--- src/rtl/serial_addsub_unit.sv ---
// -----------------------------------------------------------------------------
// serial_addsub_unit
//
// Digit-serial two's-complement adder/subtractor. An operation is launched
// from IDLE by start; the operands are then consumed DIGIT bits per clock,
// LSB slice first, with a ripple carry held in a flop between slices. After
// WIDTH/DIGIT slices the assembled sum, the carry out of the MSB and the
// signed overflow flag are loaded into the output registers. done pulses for
// one cycle, and the unit then returns to IDLE.
//
// Subtraction is a + ~b + 1: b is inverted at capture and the initial carry-in
// is set to 1.
//
// Optional feature: define SERIAL_ADDSUB_SAT_EN to make result saturate on
// signed overflow. carry and overflow always report the unsaturated values.
//
// Parameters
//   WIDTH : operand/result width, 4..64
//   DIGIT : bits processed per cycle; WIDTH must be a multiple of DIGIT
//
// Ports
//   clk      : clock, rising edge
//   rst_n    : asynchronous active-low reset
//   start    : launch request, sampled only in IDLE
//   mode     : 0 = a + b, 1 = a - b, sampled with start
//   a, b     : operands, sampled with start
//   busy     : high while slices are being processed
//   done     : one-cycle completion pulse
//   result   : registered result, held until the next completion
//   carry    : carry out of the MSB (subtract: 1 = no borrow)
//   overflow : signed two's-complement overflow
// -----------------------------------------------------------------------------
module serial_addsub_unit #(
  parameter int WIDTH = 8,
  parameter int DIGIT = 2
) (
  input  logic             clk,
  input  logic             rst_n,
  input  logic             start,
  input  logic             mode,
  input  logic [WIDTH-1:0] a,
  input  logic [WIDTH-1:0] b,
  output logic             busy,
  output logic             done,
  output logic [WIDTH-1:0] result,
  output logic             carry,
  output logic             overflow
);

  localparam int N     = WIDTH / DIGIT;
  localparam int CNT_W = (N > 1) ? $clog2(N) : 1;
  localparam logic [CNT_W-1:0] LAST = CNT_W'(N - 1);

  if (WIDTH < 4 || WIDTH > 64) begin : g_bad_width
    $error("serial_addsub_unit: WIDTH must be in 4..64");
  end
  if (DIGIT < 1 || DIGIT > WIDTH || (WIDTH % DIGIT) != 0) begin : g_bad_digit
    $error("serial_addsub_unit: WIDTH must be an integer multiple of DIGIT");
  end

  typedef enum logic [1:0] {
    IDLE = 2'd0,
    BUSY = 2'd1,
    DONE = 2'd2
  } state_e;

  state_e           state_q, state_d;
  logic [WIDTH-1:0] opa_q, opa_d;
  logic [WIDTH-1:0] opb_q, opb_d;
  logic             cin_q, cin_d;
  logic [CNT_W-1:0] cnt_q, cnt_d;
  logic [WIDTH-1:0] sr_q, sr_d;
  logic [WIDTH-1:0] result_q, result_d;
  logic             carry_q, carry_d;
  logic             ovf_q, ovf_d;

  logic [DIGIT:0]         slice_sum;
  logic [WIDTH+DIGIT-1:0] shifted;
  logic [WIDTH-1:0]       full_sum;
  logic                   a_msb;
  logic                   b_msb;
  logic                   ovf_now;

`ifdef SERIAL_ADDSUB_SAT_EN
  // On overflow the true result has the sign of the (equal-signed) operands,
  // so that sign selects the clamp value.
  function automatic logic [WIDTH-1:0] sat_result(input logic [WIDTH-1:0] sum,
                                                  input logic             ovf,
                                                  input logic             sign);
    logic [WIDTH-1:0] r;
    r = sum;
    if (ovf) begin
      if (sign) r = {1'b1, {(WIDTH-1){1'b0}}};
      else      r = {1'b0, {(WIDTH-1){1'b1}}};
    end
    return r;
  endfunction
`endif

  always_comb begin
    state_d  = state_q;
    opa_d    = opa_q;
    opb_d    = opb_q;
    cin_d    = cin_q;
    cnt_d    = cnt_q;
    sr_d     = sr_q;
    result_d = result_q;
    carry_d  = carry_q;
    ovf_d    = ovf_q;

    slice_sum = {1'b0, opa_q[DIGIT-1:0]} + {1'b0, opb_q[DIGIT-1:0]}
              + {{DIGIT{1'b0}}, cin_q};

    // The new slice enters at the top of the shift register; after N slices
    // the LSB slice has travelled down to bit 0.
    shifted  = {slice_sum[DIGIT-1:0], sr_q};
    full_sum = shifted[WIDTH+DIGIT-1:DIGIT];

    // On the last slice the top bit of each operand slice is the operand MSB.
    a_msb   = opa_q[DIGIT-1];
    b_msb   = opb_q[DIGIT-1];
    ovf_now = (a_msb == b_msb) && (full_sum[WIDTH-1] != a_msb);

    unique case (state_q)
      IDLE: begin
        if (start) begin
          state_d = BUSY;
          opa_d   = a;
          opb_d   = mode ? ~b : b;
          cin_d   = mode;
          cnt_d   = '0;
          sr_d    = '0;
        end
      end
      BUSY: begin
        opa_d = opa_q >> DIGIT;
        opb_d = opb_q >> DIGIT;
        cin_d = slice_sum[DIGIT];
        sr_d  = full_sum;
        if (cnt_q == LAST) begin
          state_d = DONE;
          cnt_d   = '0;
`ifdef SERIAL_ADDSUB_SAT_EN
          result_d = sat_result(full_sum, ovf_now, a_msb);
`else
          result_d = full_sum;
`endif
          carry_d = slice_sum[DIGIT];
          ovf_d   = ovf_now;
        end else begin
          cnt_d = cnt_q + CNT_W'(1);
        end
      end
      DONE: begin
        state_d = IDLE;
      end
      default: begin
        state_d = IDLE;
      end
    endcase
  end

  always_ff @(posedge clk or negedge rst_n) begin
    if (!rst_n) begin
      state_q  <= IDLE;
      opa_q    <= '0;
      opb_q    <= '0;
      cin_q    <= 1'b0;
      cnt_q    <= '0;
      sr_q     <= '0;
      result_q <= '0;
      carry_q  <= 1'b0;
      ovf_q    <= 1'b0;
    end else begin
      state_q  <= state_d;
      opa_q    <= opa_d;
      opb_q    <= opb_d;
      cin_q    <= cin_d;
      cnt_q    <= cnt_d;
      sr_q     <= sr_d;
      result_q <= result_d;
      carry_q  <= carry_d;
      ovf_q    <= ovf_d;
    end
  end

  assign busy     = (state_q == BUSY);
  assign done     = (state_q == DONE);
  assign result   = result_q;
  assign carry    = carry_q;
  assign overflow = ovf_q;

endmodule
--- config.mk ---
export PLATFORM = sky130hd
export DESIGN_NAME = serial_addsub_unit
export DESIGN_NICKNAME = d
export VERILOG_FILES = /design/src/rtl/serial_addsub_unit.sv
export SDC_FILE = /design/constraint.sdc
export NUM_CORES = 1
export LEC_CHECK = 0
export BUFFER_PORTS_ARGS = -buffer_cell sky130_fd_sc_hd__buf_2
export CAP_MARGIN = 10
export CORE_MARGIN = 2
export CORE_UTILIZATION = 30
export DETAILED_ROUTE_END_ITERATION = 6
export PLACE_DENSITY = 0.53
export SYNTH_ARGS = -nofsm -noshare
export SYNTH_HDL_FRONTEND = slang
export SYNTH_SLANG_ARGS = --single-unit
--- constraint.sdc ---
create_clock -name clk -period 2.04 [get_ports clk]
set_input_delay 0.204 -clock clk [delete_from_list [all_inputs] [get_ports clk]]
set_output_delay 0.204 -clock clk [all_outputs]
set_load 0.01 [all_outputs]
# --- Word level (Yosys, flattened, before mapping) ---
# Cells that the tools add are included.
# Widths: inputs -> output; s select.
op_classes:
  n_bitwise: 1
  reduce_logical: 6
  mux: 15
  n_eq_ne: 7
  add_sub_neg: 3
op_table:
  columns: ["cell", "n"]
  rows:
  - ["$pmux 8 s2", 3]
  - ["$mux 8", 4]
  - ["$mux 2", 4]
  - ["$not 8->8", 1]
  - ["$pmux 2 s2", 2]
  - ["$reduce_and 2->1", 3]
  - ["$eq 2x2->1 const B", 2]
  - ["$add 2x2->3", 1]
  - ["$add 3x1->3", 1]
  - ["$add 2x1->2 const B", 1]
  - ["$eq 2x1->1 const B", 1]
  - ["$logic_not 2->1", 1]
  - ["$ne 2x1->1 const B", 1]
  - ["$ne 2x2->1 const B", 1]
  - ["$pmux 1 s2", 1]
  - ["$reduce_bool 2->1", 1]
  - ["$eq 1x1->1", 1]
  - ["$logic_and 1x1->1", 1]
  - ["$mux 1", 1]
  - ["$ne 1x1->1", 1]
totals:
  in_bits: 20
  register_bits: 39
  output_inout_bits: 12

# --- Longest topological paths before layout ---
logic_depth:
  depth_word: 4
  depth_mapped: 6
  ltp_nobuf: 6

# --- Worst setup path after synthesis ---
# OpenSTA, ideal clock, no wires.
synth_timing:
  kind: "reg2reg"
  from: "register opa_q[0]"
  to: "register result_q[7], in the netlist result[7]"
  path_buffers: 0
  setup_slack_ps: 352
  required_time_ps: 1913
  path_stages_with_launch: 6
  setup_ps: 127
  arrival_time_ps: 1561
  period_less_slack_ps: 1688
  path_cell_list: "dfrtp_1 > inv_1 > fa_1 > inv_1 > fa_1 > mux2_1"
synth_between:
  elab_chain_len: 2
synth_rtl:
  columns: ["item", "line_no", "text"]
  rows:
  - ["start: declaration", "68", "logic [WIDTH-1:0] opa_q, opa_d;"]
  - ["start signal: assignment", "176", "opa_q <= opa_d;"]
  - ["$add 2x2->3", "111", "slice_sum = {1'b0, opa_q[DIGIT-1:0]} + {1'b0, opb_q[DIGIT-1:0]}"]
  - ["$add 3x1->3", "112", "+ {{DIGIT{1'b0}}, cin_q};"]
  - ["net slice_sum[1]", "77", "logic [DIGIT:0] slice_sum;"]
  - ["end signal: assignment", "181", "result_q <= result_d;"]
  - ["end: declaration", "73", "logic [WIDTH-1:0] result_q, result_d;"]
# The timed path passes the listed nets, and every way through them passes these cells.
# A chain may end at the register's enable or synchronous reset.

# --- Final worst setup path ---
layout_timing:
  from: "register opa_q[0]"
  to: "register ovf_q, in the netlist overflow"
layout_between:
  elab_chain_len: 4
layout_rtl:
  columns: ["item", "line_no", "text"]
  rows:
  - ["$add 2x2->3", "111", null]
  - ["$add 3x1->3", "112", null]
  - ["net slice_sum[1]", "77", null]
  - ["$ne 1x1->1", "122", "ovf_now = (a_msb == b_msb) && (full_sum[WIDTH-1] != a_msb);"]
  - ["$logic_and 1x1->1", "122", null]
  - ["end signal: assignment", "183", "ovf_q <= ovf_d;"]
  - ["end: declaration", "75", "logic ovf_q, ovf_d;"]
# The timed path passes the listed nets, and every way through them passes these cells.

==> results.md <==
- Most frequent cells in the layout: dfrtp_1, buf_2, nand2_1, a22o_1, o21ai_1
- I/O Buffers: 31
- # setup viols final: 0
- Post-CTS Setup Inserts: 0
- Fin crit share: 86.1%
- Static leakage: 0.992 nW
- Drt total wl: 3200 µm
- Slowest cell on crit path: fa_1
- IO Pins: 32
- Setup Slack @ Placement: 0.282 ns
- Final Hold Vio Count: 0
- Setup Total Neg Slack: 0 ns
- Most common cell after layout, fill and taps aside: dfrtp_1
- Initial antenna violation count: 0
- Vias in the first global route: 1,115
- Number of synthesized flops with an enable pin: 0
- Clk root buf: clkbuf_8
- Fraction of registers with async set/reset: 100%
- Crit end category: flop
- Clock slew at reported path FFs: 0.07 ns
- Final instance area: 0.00198 mm²
- Sequential share of the synthesized area: 55.4%
- Synth warn: 0
- Worst min-delay path class: in -> async
- Post-DP HPWL: 2310 µm
- Vias: 1,124
- Slew @ Worst Pin: 0.810 ns
- Core Area: 0.00544 mm²
- DR iter-0 viols: 44
- Synth Instances: 137
- Design internal power: 1.86 mW
- # fillers: 556
- Initial Util: 30.7%
- Top fanout value on the critical path: 3
- CTS tree: done
- GRT Total Usage: 11.6%
- Sink Count: 37
- Clock Tree Buf Depth: 2
- Cell Area, Synth: 0.00167 mm²
- Synth-to-Final Area Change: 18.7%
- RePlAce Congestion: 0.753
- WL/cell: 13.2 µm
- CTS H-tree depth: 2
- RSZ-0062 raised after global routing: false
- Power per Cell Area: 1460 mW/mm²
- Max Clock Freq: 570 MHz
- Cts hold-fix bufs: 0
- Utilization after layout: 36.4%
- Synthesized area per cell: 12.2 µm²
- Vias per cell: 4.64
- Reg power frac: 43.1%
- Die X: 78.6 µm
- Die Area: 0.00618 mm²
- Drt drc: 0
- Crit-path max cell delay: 0.45 ns
- Yosys cell types: 29
- TritonCTS Buffers: 5
- Nets: 193
- Switching pwr: 1.03 mW
- Crit Reg-Reg Endpoint: overflow$_DFFE_PN0P_
- ANT cells: 0
- Largest net degree at the start of global routing: 38
- # Max-Cap Violations: 0
- Fin worst setup slack: 0.284 ns
- Row cnt: 27
- Final Critical Period: 1.76 ns
- Sw frac: 35.6%
- Worst IR Drop VDD: 0.000446 V
- Worst Path Arrival: 1.95 ns
- DRT Pass-1 Iters: 4
- #FFs+latches synth: 37
- Worst slew margin: 46.0%
- CP required: 2.24 ns
- Antenna Nets Post-Route: 0
- Resize count post-CTS: 0
- First-pass GRT wire length: 5550 µm
- R2R Setup Slk: 0.28 ns
- Clock insertion delay at the later pin of the skew report: 0.28 ns
- Post-placement cell area: 0.00188 mm²
- Clock Skews: 0.00256 ns
- Comb pwr share: 37.7%
- Fraction of layout cells with a size suffix above 1: 28.8%
- Die height: 78.6 µm
- R2R cell count: 6
- Critical R2R Launch: opa_q[0]$_DFFE_PN0P_
- Outcome: complete, no violations
- GR Overflow Total: 0
- Critical Path, Cell by Cell: inv_1 -> fa_1 -> inv_1 -> fa_1 -> xnor2_1 -> o31ai_1
- Dominant synthesized flop cell: dfrtp_1
- Worst setup SP type: flop
- Clk pwr share: 19.2%
- Final Max Slew Viols: 0
- Mapped Nets: 161
- Worst Setup Path Type: reg -> reg
## cells by family after synthesis
| family | count (synthesis) | synth area share (%) |
|---|---|---|
| xor gates and xnor gates | 9 | 4.72 |
| AOI/OAI and AO/OA | 36 | 15.1 |
| DFF | 37 | 55.4 |
| muxes | 12 | 7.79 |
| buffers and inverters | 16 | 5.24 |
| and+or+nand+nor | 23 | 7.79 |
| adders and majority gates | 4 | 3.89 |
## state kept, by name (all words and copies together) (netlist names)
| name | cells |
|---|---|
| cnt_q | 2 |
| result | 8 |
| overflow | 1 |
| opb_q | 8 |
| cin_q | 1 |
| sr_q | 6 |
| state_q | 2 |
| opa_q | 8 |
| carry | 1 |
## power by group through the flow
stage	clock network, mW	logic (mW)	registers, mW
global route	0.617	1.23	1.30
CTS	0.571	1.11	1.25
detailed placement	0	1.11	1.27
global placement	0	1.08	1.25
floorplan	0	0.813	1.25
finish	0.557	1.09	1.25
## critical path: cells and delay by family, from the launching register on
kind / cells / cell delay (ns)
AOI/OAI and AO/OA: 1 / 0.18
buffers and inverters: 2 / 0.13
xor gates and xnor gates: 1 / 0.15
adders and majority gates: 2 / 0.86
DFF: 1 / 0.35
## layer usage
metal | track usage, % | share of wire [%] | vias up
met5 | 0 | 0 | -
met4 | 4.21 | 1.9 | 0
met3 | 4.37 | 6.2 | 8
met2 | 17.0 | 44 | 33
met1 | 15.7 | 48 | 547
li1 | - | - | 536
## cell type report
type	count	area [µm²]	area share, %
Sequential cell	37	926	46.7
Clock inverter	1	5.00	0.253
Clock buffer	7	96.3	4.86
Multi-Input combinational cell	84	661	33.3
Inverter	7	26.3	1.33
Tap cell	72	90.1	4.55
Timing Repair Buffer	34	178	8.96
## cell usage after synthesis (all sizes together), types with 2 or more instances
cell,number,area (µm²)
a221o,2,20.0
a22o,10,87.6
a22oi,7,52.6
and3b,2,17.5
buf,8,56.3
dfrtp,37,926
fa,2,40.0
ha,2,25.0
inv,7,26.3
mux2,8,90.1
mux2i,4,40.0
nand2,15,56.3
nor2b,3,26.3
o21ai,13,65.1
o31ai,2,15.0
xor2,8,70.1
## worst max path at each step
stage,slack [ns],start,to
4_1_cts,0.27,opa_q[0]$_DFFE_PN0P_,overflow$_DFFE_PN0P_
5_1_grt,0.14,state_q[0]$_DFFE_PN0P_,opb_q[4]$_DFFE_PN0P_
3_3_place_gp,0.32,opa_q[0]$_DFFE_PN0P_,result[7]$_DFFE_PN0P_
3_5_place_dp,0.28,opa_q[0]$_DFFE_PN0P_,overflow$_DFFE_PN0P_
2_1_floorplan,0.35,opa_q[0]$_DFFE_PN0P_,result[7]$_DFFE_PN0P_
6_report,0.28,opa_q[0]$_DFFE_PN0P_,overflow$_DFFE_PN0P_
## through the flow
stage / total power [mW] / hold WS, ns / instances
after floorplan: 2.06 / -0.0916 / 137
after global placement: 2.33 / 0.328 / 234
after detailed placement: 2.37 / 0.344 / 234
after CTS: 2.93 / 0.0314 / 242
after global routing: 3.15 / 0.0640 / 242
final: 2.89 / 0.00891 / 242
Note: power is estimated with default switching activity, not from simulation.
